`src/rtl/alu_issue_stage.sv`:
```
// alu_issue_stage: decode/issue stage with an 8x8 register file and per-register busy scoreboard
// feeding a registered valid/ready EX slot. Optional macro WB_BYPASS_EN forwards same-cycle writeback data.
module alu_issue_stage #(
    parameter int unsigned       DATA_W   = 8,
    parameter logic [DATA_W-1:0] REG_INIT = 8'h00
) (
    input  logic              clk,
    input  logic              rst_n,
    input  logic              in_valid,
    output logic              in_ready,
    input  logic [15:0]       in_instr,
    output logic              out_valid,
    input  logic              out_ready,
    output logic [3:0]        out_opcode,
    output logic [DATA_W-1:0] out_a,
    output logic [DATA_W-1:0] out_b,
    output logic [2:0]        out_rd,
    input  logic              wb_en,
    input  logic [2:0]        wb_rd,
    input  logic [DATA_W-1:0] wb_data,
    input  logic              flush,
    output logic              illegal
);

    localparam logic [3:0] OP_LI = 4'b1000;

    logic [3:0]        op_s;
    logic [2:0]        rd_s;
    logic [2:0]        rs1_s;
    logic [2:0]        rs2_s;
    logic [DATA_W-1:0] imm_s;
    logic              is_alu_s;
    logic              is_li_s;
    logic              is_legal_s;
    logic              hazard_s;
    logic              accept_s;
    logic              load_s;
    logic [7:0]        wb_mask_s;
    logic [7:0]        flush_mask_s;
    logic [7:0]        set_mask_s;
    logic [7:0]        busy_eff_s;
    logic [DATA_W-1:0] src_a_s;
    logic [DATA_W-1:0] src_b_s;

    logic [DATA_W-1:0] rf_q [0:7];
    logic [7:0]        busy_q;
    logic [7:0]        busy_d;
    logic              out_valid_q;
    logic              illegal_q;
    logic [3:0]        out_opcode_q;
    logic [3:0]        opcode_d;
    logic [DATA_W-1:0] out_a_q;
    logic [DATA_W-1:0] out_b_q;
    logic [DATA_W-1:0] a_d;
    logic [DATA_W-1:0] b_d;
    logic [2:0]        out_rd_q;

    assign op_s       = in_instr[15:12];
    assign rd_s       = in_instr[11:9];
    assign rs1_s      = in_instr[8:6];
    assign rs2_s      = in_instr[5:3];
    assign imm_s      = in_instr[DATA_W-1:0];
    assign is_alu_s   = (op_s[3] == 1'b0);
    assign is_li_s    = (op_s == OP_LI);
    assign is_legal_s = is_alu_s || is_li_s;

    // One-hot view of the register being written back this cycle.
    always_comb begin
        wb_mask_s = 8'h00;
        if (wb_en) begin
            wb_mask_s[wb_rd] = 1'b1;
        end else begin
            wb_mask_s = 8'h00;
        end
    end

`ifdef WB_BYPASS_EN
    assign busy_eff_s = busy_q & ~wb_mask_s;
`else
    assign busy_eff_s = busy_q;
`endif

    // LI ignores its rs fields (they alias the immediate); rd is checked for every legal op.
    assign hazard_s = is_legal_s &&
                      ((is_alu_s && (busy_eff_s[rs1_s] || busy_eff_s[rs2_s])) || busy_eff_s[rd_s]);
    assign in_ready = !flush && (!out_valid_q || out_ready) && !hazard_s;
    assign accept_s = in_valid && in_ready;
    assign load_s   = accept_s && is_legal_s;

    // Scoreboard set/clear masks for the flushed slot and the newly issued destination.
    always_comb begin
        flush_mask_s = 8'h00;
        set_mask_s   = 8'h00;
        if (flush && out_valid_q) begin
            flush_mask_s[out_rd_q] = 1'b1;
        end else begin
            flush_mask_s = 8'h00;
        end
        if (load_s && (rd_s != 3'd0)) begin
            set_mask_s[rd_s] = 1'b1;
        end else begin
            set_mask_s = 8'h00;
        end
    end

    // Set is ORed in last so an issue beats a same-cycle clear; r0 never becomes busy.
    assign busy_d = ((busy_q & ~wb_mask_s & ~flush_mask_s) | set_mask_s) & 8'hFE;

    // Register-file read, with optional same-cycle writeback forwarding; rf_q[0] stays zero.
    always_comb begin
        src_a_s = rf_q[rs1_s];
        src_b_s = rf_q[rs2_s];
`ifdef WB_BYPASS_EN
        if (wb_en && (wb_rd == rs1_s) && (rs1_s != 3'd0)) begin
            src_a_s = wb_data;
        end else begin
            src_a_s = rf_q[rs1_s];
        end
        if (wb_en && (wb_rd == rs2_s) && (rs2_s != 3'd0)) begin
            src_b_s = wb_data;
        end else begin
            src_b_s = rf_q[rs2_s];
        end
`endif
    end

    // Slot contents for the instruction being decoded.
    always_comb begin
        opcode_d = 4'b0000;
        a_d      = {DATA_W{1'b0}};
        b_d      = {DATA_W{1'b0}};
        if (is_li_s) begin
            opcode_d = 4'b0000;
            a_d      = {DATA_W{1'b0}};
            b_d      = imm_s;
        end else begin
            opcode_d = op_s;
            a_d      = src_a_s;
            b_d      = src_b_s;
        end
    end

    // Register file write port driven by WB.
    always_ff @(posedge clk or negedge rst_n) begin
        if (!rst_n) begin
            rf_q[0] <= {DATA_W{1'b0}};
            for (int i = 1; i < 8; i++) begin
                rf_q[i] <= REG_INIT;
            end
        end else if (wb_en && (wb_rd != 3'd0)) begin
            rf_q[wb_rd] <= wb_data;
        end
    end

    // Busy scoreboard.
    always_ff @(posedge clk or negedge rst_n) begin
        if (!rst_n) begin
            busy_q <= 8'h00;
        end else begin
            busy_q <= busy_d;
        end
    end

    // EX slot and illegal-op pulse.
    always_ff @(posedge clk or negedge rst_n) begin
        if (!rst_n) begin
            out_valid_q  <= 1'b0;
            out_opcode_q <= 4'b0000;
            out_a_q      <= {DATA_W{1'b0}};
            out_b_q      <= {DATA_W{1'b0}};
            out_rd_q     <= 3'd0;
            illegal_q    <= 1'b0;
        end else begin
            if (flush) begin
                out_valid_q <= 1'b0;
            end else if (load_s) begin
                out_valid_q  <= 1'b1;
                out_opcode_q <= opcode_d;
                out_a_q      <= a_d;
                out_b_q      <= b_d;
                out_rd_q     <= rd_s;
            end else if (out_ready) begin
                out_valid_q <= 1'b0;
            end
            illegal_q <= accept_s && !is_legal_s;
        end
    end

    assign out_valid  = out_valid_q;
    assign out_opcode = out_opcode_q;
    assign out_a      = out_a_q;
    assign out_b      = out_b_q;
    assign out_rd     = out_rd_q;
    assign illegal    = illegal_q;

endmodule

```
`config.mk`:
```
export PLATFORM = sky130hd
export DESIGN_NAME = alu_issue_stage
export DESIGN_NICKNAME = d
export VERILOG_FILES = /design/src/rtl/alu_issue_stage.sv
export SDC_FILE = /design/constraint.sdc
export NUM_CORES = 1
export LEC_CHECK = 0
export BUFFER_PORTS_ARGS = -buffer_cell sky130_fd_sc_hd__buf_2
export CORE_ASPECT_RATIO = 1.5
export CORE_UTILIZATION = 63
export CTS_CLUSTER_SIZE = 25
export DETAILED_ROUTE_END_ITERATION = 10
export GPL_TIMING_DRIVEN = 0
export PLACE_DENSITY = 0.85
export SYNTH_ARGS = -nofsm -noshare
export SYNTH_HDL_FRONTEND = slang
export SYNTH_SLANG_ARGS = --single-unit
```
`constraint.sdc`:
```
create_clock -name clk -period 4.1 [get_ports clk]
set_input_delay 0.41 -clock clk [delete_from_list [all_inputs] [get_ports clk]]
set_output_delay 0.41 -clock clk [all_outputs]
set_load 0.03 [all_outputs]
```
* Word-level counts from Yosys, hierarchy flattened
Cells that the tools add are included.
** Cells by class
- Add/sub/neg operators :: 0
- Multiply operators :: 0
- Divide/modulo/power cells :: 0
- Order comparisons :: 12
- Equality and inequality tests :: 1
- Shift-type cells :: 0
- Multiplexer cells :: 30
- Bitwise logic cells :: 10
- Reductions and logical operators :: 26
** Operators by type and width (number)
- $mux 8 :: 10
- $bwmux 64 :: 1
- $bmux 8 s3 :: 2
- $demux 8 s3 :: 1
- $lt 3x4->1 const B :: 5
- $and 8x8->8 :: 2
- $not 8->8 :: 2
- $logic_and 1x1->1 :: 14
- $ge 4x4->1 const B :: 3
- $not 3->4 :: 3
- $bmux 1 s3 :: 3
- $demux 1 s3 :: 3
- $ge 3x1->1 const B :: 3
- $mux 1 :: 9
- $reduce_bool 3->1 :: 3
- $or 8x8->8 :: 1
- $eq 4x4->1 const B :: 1
- $logic_not 1->1 :: 4
- $logic_or 1x1->1 :: 4
- $lt 4x1->1 const B :: 1
- $mux 4 :: 1
- $not 1->1 :: 2
- $reduce_and 2->1 :: 1
** Word-level totals
- Register bits :: 96
- Bits in latches :: 0
- Memory bits (writable) :: 0
- ROM bits :: 0
- Input bits :: 33
- Output and inout port bits :: 26
- Logic and storage cells :: 94
- Memories :: 0

* Depth between registers and ports, before layout
Gate-level depths: netlist (run 1).
- Depth after elaboration :: 13
- Mapped depth :: 8
- Gate-level depth less buffers :: 5

* Worst setup path before layout (run 1)
No wires, ideal clock.
- Path kind :: in2out
- Start :: in in_instr[8]
- End :: out in_ready
- Arrival :: 2194 ps
- Data required time :: 3690 ps
- Path slack :: 1496 ps
- Cell stages on the path :: 6
- Buffers on the path :: 1
- Cells stage by stage :: mux2_2 -> a221oi_1 -> o31ai_1 -> buf_4 -> nand2b_1 -> a211oi_1
** On the way
- Longest elaborated chain between the ends :: 8
** RTL lines
- from (decl) :: RTL line 11 : input logic [15:0] in_instr,
- $bmux 1 s3 :: RTL line 85 : ((is_alu_s && (busy_eff_s[rs1_s] || busy_eff_s[rs2_s])) || busy_eff_s[rd_s]);
- $mux 1 (not written as such) :: RTL line 85
- $logic_or 1x1->1 :: RTL line 85
- $logic_and 1x1->1 :: RTL line 85
- $logic_or 1x1->1 :: RTL line 85
- $logic_and 1x1->1 :: RTL line 84 : assign hazard_s = is_legal_s &&
- $logic_not 1->1 :: RTL line 86 : assign in_ready = !flush && (!out_valid_q || out_ready) && !hazard_s;
- $logic_and 1x1->1 :: RTL line 86
- to (decl) :: RTL line 10 : output logic in_ready,
Every way passes these cells. The select of a mux whose other input is x is not followed.

* Final worst setup path (run 1)
- Start :: reg busy_q[1], in the netlist busy_eff_s[1]
- End :: out in_ready
** On the way
- Longest elaborated chain between the ends :: 8
- Elaborated cells between the ends (all ways) :: 12
- Those cells by class :: mux (6); reduce/logical (6)
** RTL lines
- from (decl) :: RTL line 46 : logic [7:0] busy_q;
- from (signal assigned) :: RTL line 160 : busy_q <= busy_d;
- $bmux 1 s3 :: RTL line 85
- $mux 1 (not written as such) :: RTL line 85
- $logic_or 1x1->1 :: RTL line 85
- $logic_and 1x1->1 :: RTL line 85
- $logic_or 1x1->1 * :: RTL line 85
- $logic_and 1x1->1 * :: RTL line 84
- $logic_not 1->1 * :: RTL line 86
- $logic_and 1x1->1 * :: RTL line 86
Every way passes the cells marked *; elsewhere a longest branch is shown, timed or not. The select of a mux whose other input is x is not followed.

==> metrics.cfg, run 1 <==
[status]
outcome = finished, violations left
violations = hold timing

[power_and_ir_drop]
power_density_nw_per_um2 = 557
power_leakage_nw = 2.60
vdd.ir_drop.worst_mv = 0.314

[setup_path]
path_buf_inv = 2
critPathKind = flip-flop to output pin
rrSetupSlack_ps = 1830
cp-startpoint = busy_eff_s[1]
crit_required_ps = 3690
end_kind = output pin
max_stage_delay_ps = 430
worstPathArrival_ps = 2280
cp_num_cells = 7
cp_cell_sequence = mux2_2 -> a221oi_1 -> o31ai_1 -> buf_4 -> nand2b_1 -> a211oi_1 -> buf_2
crit_end = in_ready
slowest_stage = dfrtp_1
r2r-end = out_b[7]
crit_family = compound AO/OA/AOI/OAI gates
worstSetupStartpointType = flip-flop
path_max_fanout = 10
r2r_start = busy_eff_s[1]
r2r_cells = 7

[finish]
nets = 444
final_core_util_pct = 75.6
area_delta_synth_final_pct = 15.6
drive_gt1_share_pct = 45.4
n_antenna_cell = 0
final_cell_mix = dfrtp_1 (96), buf_2 (60), mux2_2 (59)
nFillCells = 507
mostFrequentLayoutCell = dfrtp_1

[synth]
synth_mux_area_share_pct = 36.7
ys_seq_elements = 96
synth_top_family_by_area = multiplexers
seq_area_frac_synth_pct = 48.3
synthAdderAreaFrac_pct = 0
synth_edf_count = 0
synth-xor-area-share_pct = 0
avgSynthCellArea_sq_um = 14.4
ys_warn_count = 0
ys_types = 39
postSynthCellCount = 345
dominantRegCellSynth = dfrtp_1
synth_async_sr_flop_share_pct = 100
synth_nets = 378
synth_compound_gate_area_share_pct = 5.55
synth_area_sq_um = 4980
synth_simple_gate_area_share_pct = 6.33

[routing]
routedWlPerCell_um = 21.5
drtPass1Iterations = 6
num_vias = 3361
via_per_inst = 6.49
dr_wl_met3_um = 580
drtIter0Drc = 252
ant_nets = 0
route.met2.wl_um = 5830
drc = 0
dr.max_layer_used = met4
drt-total-wl_um = 11200
drt-met1-wl_um = 4410

[cts]
cts_tree = yes
htree_levels = 3
clkTransAtPathRegs_ps = 70
cts_buffers = 9
clock_latency_ps = 350
post_cts_buffers = 0
clkSinkCount = 96
clk_root_buffer_cell = clkbuf_16
clk_path_buf_depth = 2
postCtsHoldBufs = 0
cts.repair.resized = 0

[hold_path]
min_path_type = input pin to asynchronous set/reset pin

[die]
die_area_sq_um = 8270
pin_count = 59
start_util_pct = 65.4
core_sq_um = 7610
fp.dieH_um = 111
dieWidth_um = 74.6
rows = 39

[sta]
fin_hold_ws_ps = -6.26
clock_skew_ps = 8.95
grt_setup_unrepaired = no
worst_slack_ps = 1410
period_minus_slack_ps = 2690
min_period_over_period_pct = 65.6
slew_violations = 0
relSlewSlack_pct = 34.3
hold_violations = 5
setup_tns_ps = 0
max_slew.worst_pin.slew_ps = 981
setup_viol = 0
fmax_mhz = 372

[place]
gp_congestion = 0.854
post-dp-hpwl_um = 7510
port_buffers = 54
place_ws_ps = 1470

[grt]
grt_first_pass_wirelength_um = 17900
grt_pass1_vias = 3517
grt_use_total_pct = 30.2
grt_max_degree = 67
antenna_found_initial = 0
gr-total-overflow = 0

[run]
drv_cap = 0

state kept, by name, summed over array words and instances (netlist names):
name	count
out_opcode	4
out_valid	1
out_rd	3
out_a	8
busy_eff_s	7
illegal	1
out_b	8
rf_q	64
worst min path at each step:
stage | startpoint | endpoint | slack [ps] | cells past startpoint
CTS | rst_n | out_rd[0] | 7 | 1
finish | rst_n | busy_eff_s[3] | -6 | 1
global route | rst_n | busy_eff_s[3] | 30 | 1
floorplan | rst_n | busy_eff_s[1] | 110 | 0
detailed placement | rst_n | out_rd[0] | 370 | 1
global placement | rf_q[58] | rf_q[58] | 450 | 1
layer usage:
| layer | vias to the layer above | GRT usage [%] |
|---|---|---|
| met2 | 129 | 48.3 |
| li1 | 1462 | - |
| met5 | - | 0 |
| met3 | 33 | 4.82 |
| met4 | 0 | 14.3 |
| met1 | 1737 | 39.6 |
where the power goes:
group          internal (mW)  switching [mW]
combinational          0.436           0.455
clock                  0.604           0.372
sequential              1.17           0.164
through the flow:
step | total power, mW | std cells | cell area, sq um
final | 3.20 | 518 | 5760
after CTS | 3.21 | 518 | 5760
after floorplan | 1.97 | 345 | 4980
after global placement | 2.19 | 501 | 5380
after detailed placement | 2.23 | 502 | 5410
after global routing | 3.34 | 518 | 5760
area by class of cell:
class	instances	area, sq um	share of cell area, %
inverter	3	11.3	0.196
sequential	96	2400	41.7
clock inverter	7	125	2.17
buffer	29	148	2.56
tap	102	128	2.22
clock buffer	9	225	3.91
timing repair buffer	55	300	5.22
multi-input combinational	217	2420	42.0
cells by family after synthesis:
| kind of cell | count (synthesis) |
|---|---|
| compound gates | 39 |
| buf+inv | 32 |
| flops | 96 |
| mux | 126 |
| simple gates | 52 |
cells in the mapped netlist, types with 2 or more instances:
cell	count	area, sq um
nand2b_1	4	25.0
nor2b_1	6	37.5
inv_1	3	11.3
and2_1	3	18.8
mux2_2	59	664
nor4_1	8	50.1
buf_6	2	22.5
nand2_1	14	52.6
o41ai_1	5	43.8
mux2_1	3	33.8
mux4_2	31	698
clkbuf_1	15	56.3
and3_1	2	12.5
nor3b_1	2	15.0
buf_4	4	30.0
nand3_1	4	20.0
o21ai_0	15	75.1
o31ai_1	3	22.5
o211ai_1	4	30.0
dfrtp_1	96	2400
buf_2	7	35.0
mux2i_1	20	200
mux4_1	3	78.8
a21o_1	8	60.1
mux2_4	10	150
Power figures use the tool's default switching activity.
==> run 2: changes to the inputs <==
--- a/config.mk
+++ b/config.mk
@@ -5,13 +5,14 @@
 export SDC_FILE = /design/constraint.sdc
 export NUM_CORES = 1
 export LEC_CHECK = 0
+export ABC_AREA = 1
 export BUFFER_PORTS_ARGS = -buffer_cell sky130_fd_sc_hd__buf_2
 export CORE_ASPECT_RATIO = 1.5
-export CORE_UTILIZATION = 63
+export CORE_UTILIZATION = 59
 export CTS_CLUSTER_SIZE = 25
 export DETAILED_ROUTE_END_ITERATION = 10
 export GPL_TIMING_DRIVEN = 0
-export PLACE_DENSITY = 0.85
+export PLACE_DENSITY = 0.8
 export SYNTH_ARGS = -nofsm -noshare
 export SYNTH_HDL_FRONTEND = slang
 export SYNTH_SLANG_ARGS = --single-unit
==> constraint.sdc (replaced) <==
create_clock -name clk -period 2.55 [get_ports clk]
set_input_delay 0.255 -clock clk [delete_from_list [all_inputs] [get_ports clk]]
set_output_delay 0.255 -clock clk [all_outputs]
set_load 0.03 [all_outputs]
==> run 2 against run 1 <==
The flow now finishes without violations; total power grew 52%; die area up 11%; synthesized area grew 4.4%; non-clock buffer count increased by 23; wire length up 49%; clock skew shrank 4.7 ps; combinational power rose by 28%; count of clock-buffer cells in the layout unchanged; utilization decreased by 4.5 points; via count grew 59%.
==> metrics.cfg, run 2 <==
[synth]
ys_types = 26  ; -33%
avgSynthCellArea_sq_um = 7.33  ; -49%
synth_area_leaders = dfrtp_1 (46%), nand2_1 (14%), o21ai_0 (12%)
ys_seq_elements = 96  ; unchanged
synth_nets = 742  ; +96%
postSynthCellCount = 709  ; +110%
synth_area_sq_um = 5200  ; +4.4%
synth_async_sr_flop_share_pct = 100  ; unchanged
synthTopCellsByCount = nand2_1 (191), o21ai_0 (120), dfrtp_1 (96)
dominantRegCellSynth = dfrtp_1
ys_warn_count = 0  ; unchanged
seq_area_frac_synth_pct = 46.2  ; -2.1 points
synth_top_cell_area_share_pct = 46.2  ; -2.1 points
synth_area_leader_cell = dfrtp_1
yosysMostFrequentCell = nand2_1
synth_edf_count = 0  ; unchanged

[power_and_ir_drop]
power_density_nw_per_um2 = 809  ; +45%
power_mw = 4.87  ; +52%
switchingPower_mw = 1.63  ; +64%
vdd.ir_drop.worst_mv = 0.579  ; +85%
clockPowerShare_pct = 34.7  ; +4.2 points
sequentialPowerShare_pct = 41.8  ; about the same
p_sw_share_pct = 33.4  ; +2.5 points
combPwrFrac_pct = 23.4  ; -4.4 points
cell_internal_pwr_mw = 3.24  ; +46%
power_leakage_nw = 3.03  ; +17%

[place]
place_inst = 871  ; +74%
port_buffers = 54  ; unchanged
place_area_sq_um = 5630  ; +4.2%
gp_congestion = 0.978  ; +14%
post-dp-hpwl_um = 12500  ; +66%

[routing]
num_vias = 5328  ; +59%
via_per_inst = 6.00  ; -7.5%
drc = 0  ; unchanged
ant_nets = 0  ; unchanged
drt-total-wl_um = 16600  ; +49%
drtIter0Drc = 500  ; +98%
drtPass1Iterations = 5  ; -1
routedWlPerCell_um = 18.7  ; -13%

[grt]
grt_max_degree = 53  ; -21%
gr-total-overflow = 0  ; unchanged
grt_pass1_vias = 5145  ; +46%
grt_first_pass_wirelength_um = 26400  ; +47%
antenna_found_initial = 0  ; unchanged
grt_use_total_pct = 38.6  ; +8.4 points

[finish]
mostFrequentLayoutCell = nand2_1
fin_area_sq_um = 6020  ; +4.5%
stdcell_count = 888  ; +71%
n_antenna_cell = 0  ; unchanged
nets = 809  ; +82%
top_register = rf_q
final_cell_mix = nand2_1 (191), o21ai_0 (120), dfrtp_1 (96)
drive_gt1_share_pct = 14.2  ; -31 points
largest_register_ffs = 64  ; unchanged
area_delta_synth_final_pct = 15.7  ; about the same
nFillCells = 698  ; +38%

[sta]
clock_skew_ps = 4.24  ; -4.71 ps
max_slew.worst_pin.slew_ps = 633  ; -348 ps
setup_viol = 0  ; unchanged
fmax_mhz = 475
period_minus_slack_ps = 2100
hold_violations = 0  ; -5
slew_violations = 0  ; unchanged
setup_tns_ps = 0  ; unchanged
grt_setup_unrepaired = no
relSlewSlack_pct = 57.6  ; +23 points
min_period_over_period_pct = 82.5

[setup_path]
rrSetupSlack_ps = 910  ; -920 ps
end_kind = output pin
critPathKind = flip-flop to output pin
worstSetupStartpointType = flip-flop
worstPathArrival_ps = 1850  ; -430 ps
crit_required_ps = 2300  ; -1390 ps
path_max_fanout = 10  ; unchanged

[cts]
clock_latency_ps = 350  ; about the same
cts.repair.resized = 0  ; unchanged
clk_root_buffer_cell = clkbuf_16
clkSinkCount = 96  ; unchanged
clk_path_buf_depth = 2  ; unchanged
cts_buffers = 9  ; unchanged
htree_levels = 3  ; unchanged
cts_tree = yes
clkTransAtPathRegs_ps = 70  ; about the same

[run]
drv_cap = 0  ; unchanged

[die]
rows = 41  ; +5.1%
pin_count = 59  ; unchanged
start_util_pct = 61.4  ; -4.0 points
die_area_sq_um = 9200  ; +11%
fp.dieH_um = 117  ; +5.5%
dieWidth_um = 78.7  ; +5.5%
core_sq_um = 8460  ; +11%

[hold_path]
min_path_type = input pin to flip-flop

[status]
outcome = finished clean

[run 2: changes by cell type in the layout (fill, tap and decap cells not counted), moves of 9 or more]
cell	previous run	this run
mux4_2	31	0
clkbuf_1	15	30
mux2_2	59	0
nor2_1	0	67
nand4_1	1	31
a21oi_1	0	29
nand3_1	4	39
o21ai_0	15	120
mux2i_1	20	0
nand2_1	14	191
inv_1	3	42
inv_2	0	9
mux2_4	10	0
[run 2: logic make-up (layout without fill, tap and decap cells)]
kind of cell	after synthesis	in the layout	share of synthesized area, %
AOI/OAI and AO/OA	167	167	16.9
buffers and inverters	102	174	8.52
DFF	96	96	46.2
and+or+nand+nor	344	344	28.4
[run 2: path summary, 6_finish.rpt]
kind / startpoint / endpoint / cells after the start
worst min-delay path: flush / out_valid / 2
min in group asynchronous: rst_n / out_rd[1] / 2
worst max register to register: busy_eff_s[5] / out_opcode[0] / 12
worst max-delay path: busy_eff_s[5] / in_ready / 11
worst min register to register: out_opcode[3] / out_opcode[3] / 2
max in group asynchronous: rst_n / rf_q[6] / 3
[run 2: cell type report]
class	instances	area [sq um]	share of cell area [%]
buffer	51	251	4.18
clock buffer	9	225	3.74
clock inverter	7	149	2.47
inverter	51	191	3.18
multi-input combinational	511	2350	39.1
sequential	96	2400	39.9
tap	107	134	2.22
timing repair buffer	56	310	5.16
[run 2: critical path, cell delays in order, from the launching register on]
cell	delay, ps
dfrtp_1	440
nand2_1	100
nand2_1	50
nand2_1	50
nand2_1	50
nand2_1	50
nand2_1	60
nand2_1	70
nand2_2	80
nor2_4	150
buf_4	180
buf_2	210
[run 2: routing by layer]
| layer | global-route usage (%) | wire length [um] | vias up |
|---|---|---|---|
| met2 | 68.8 | 8380 | 267 |
| li1 | - | - | 2491 |
| met3 | 5.27 | 1090 | 39 |
| met5 | 0 | 0 | - |
| met1 | 46.6 | 6660 | 2531 |
| met4 | 16.4 | 465 | 0 |
[run 2: repair_timing]
action,CTS,global route
hold buffers,1,0
hold endpoints to repair,44,0
buffers inserted,0,0
[run 2: power groups by stage]
| stage | Sequential, mW | Clock (mW) | Combinational (mW) |
|---|---|---|---|
| after global routing | 2.06 | 1.74 | 1.27 |
| after detailed placement | 2.05 | 0 | 1.12 |
| final | 2.04 | 1.69 | 1.14 |
| after CTS | 2.02 | 1.69 | 1.13 |
| after floorplan | 2.17 | 0 | 0.577 |
| after global placement | 2.04 | 0 | 1.08 |
[run 2: per-stage QoR]
stage | setup WS, ps | hold slack (ps) | util, %
floorplan | 1130 | -40.6 | -
global route | 336 | 146 | 71.1
CTS | 458 | 130 | 71.1
global placement | 347 | 455 | 66.2
finish | 446 | 131 | 71.1
detailed placement | 550 | 309 | 66.6
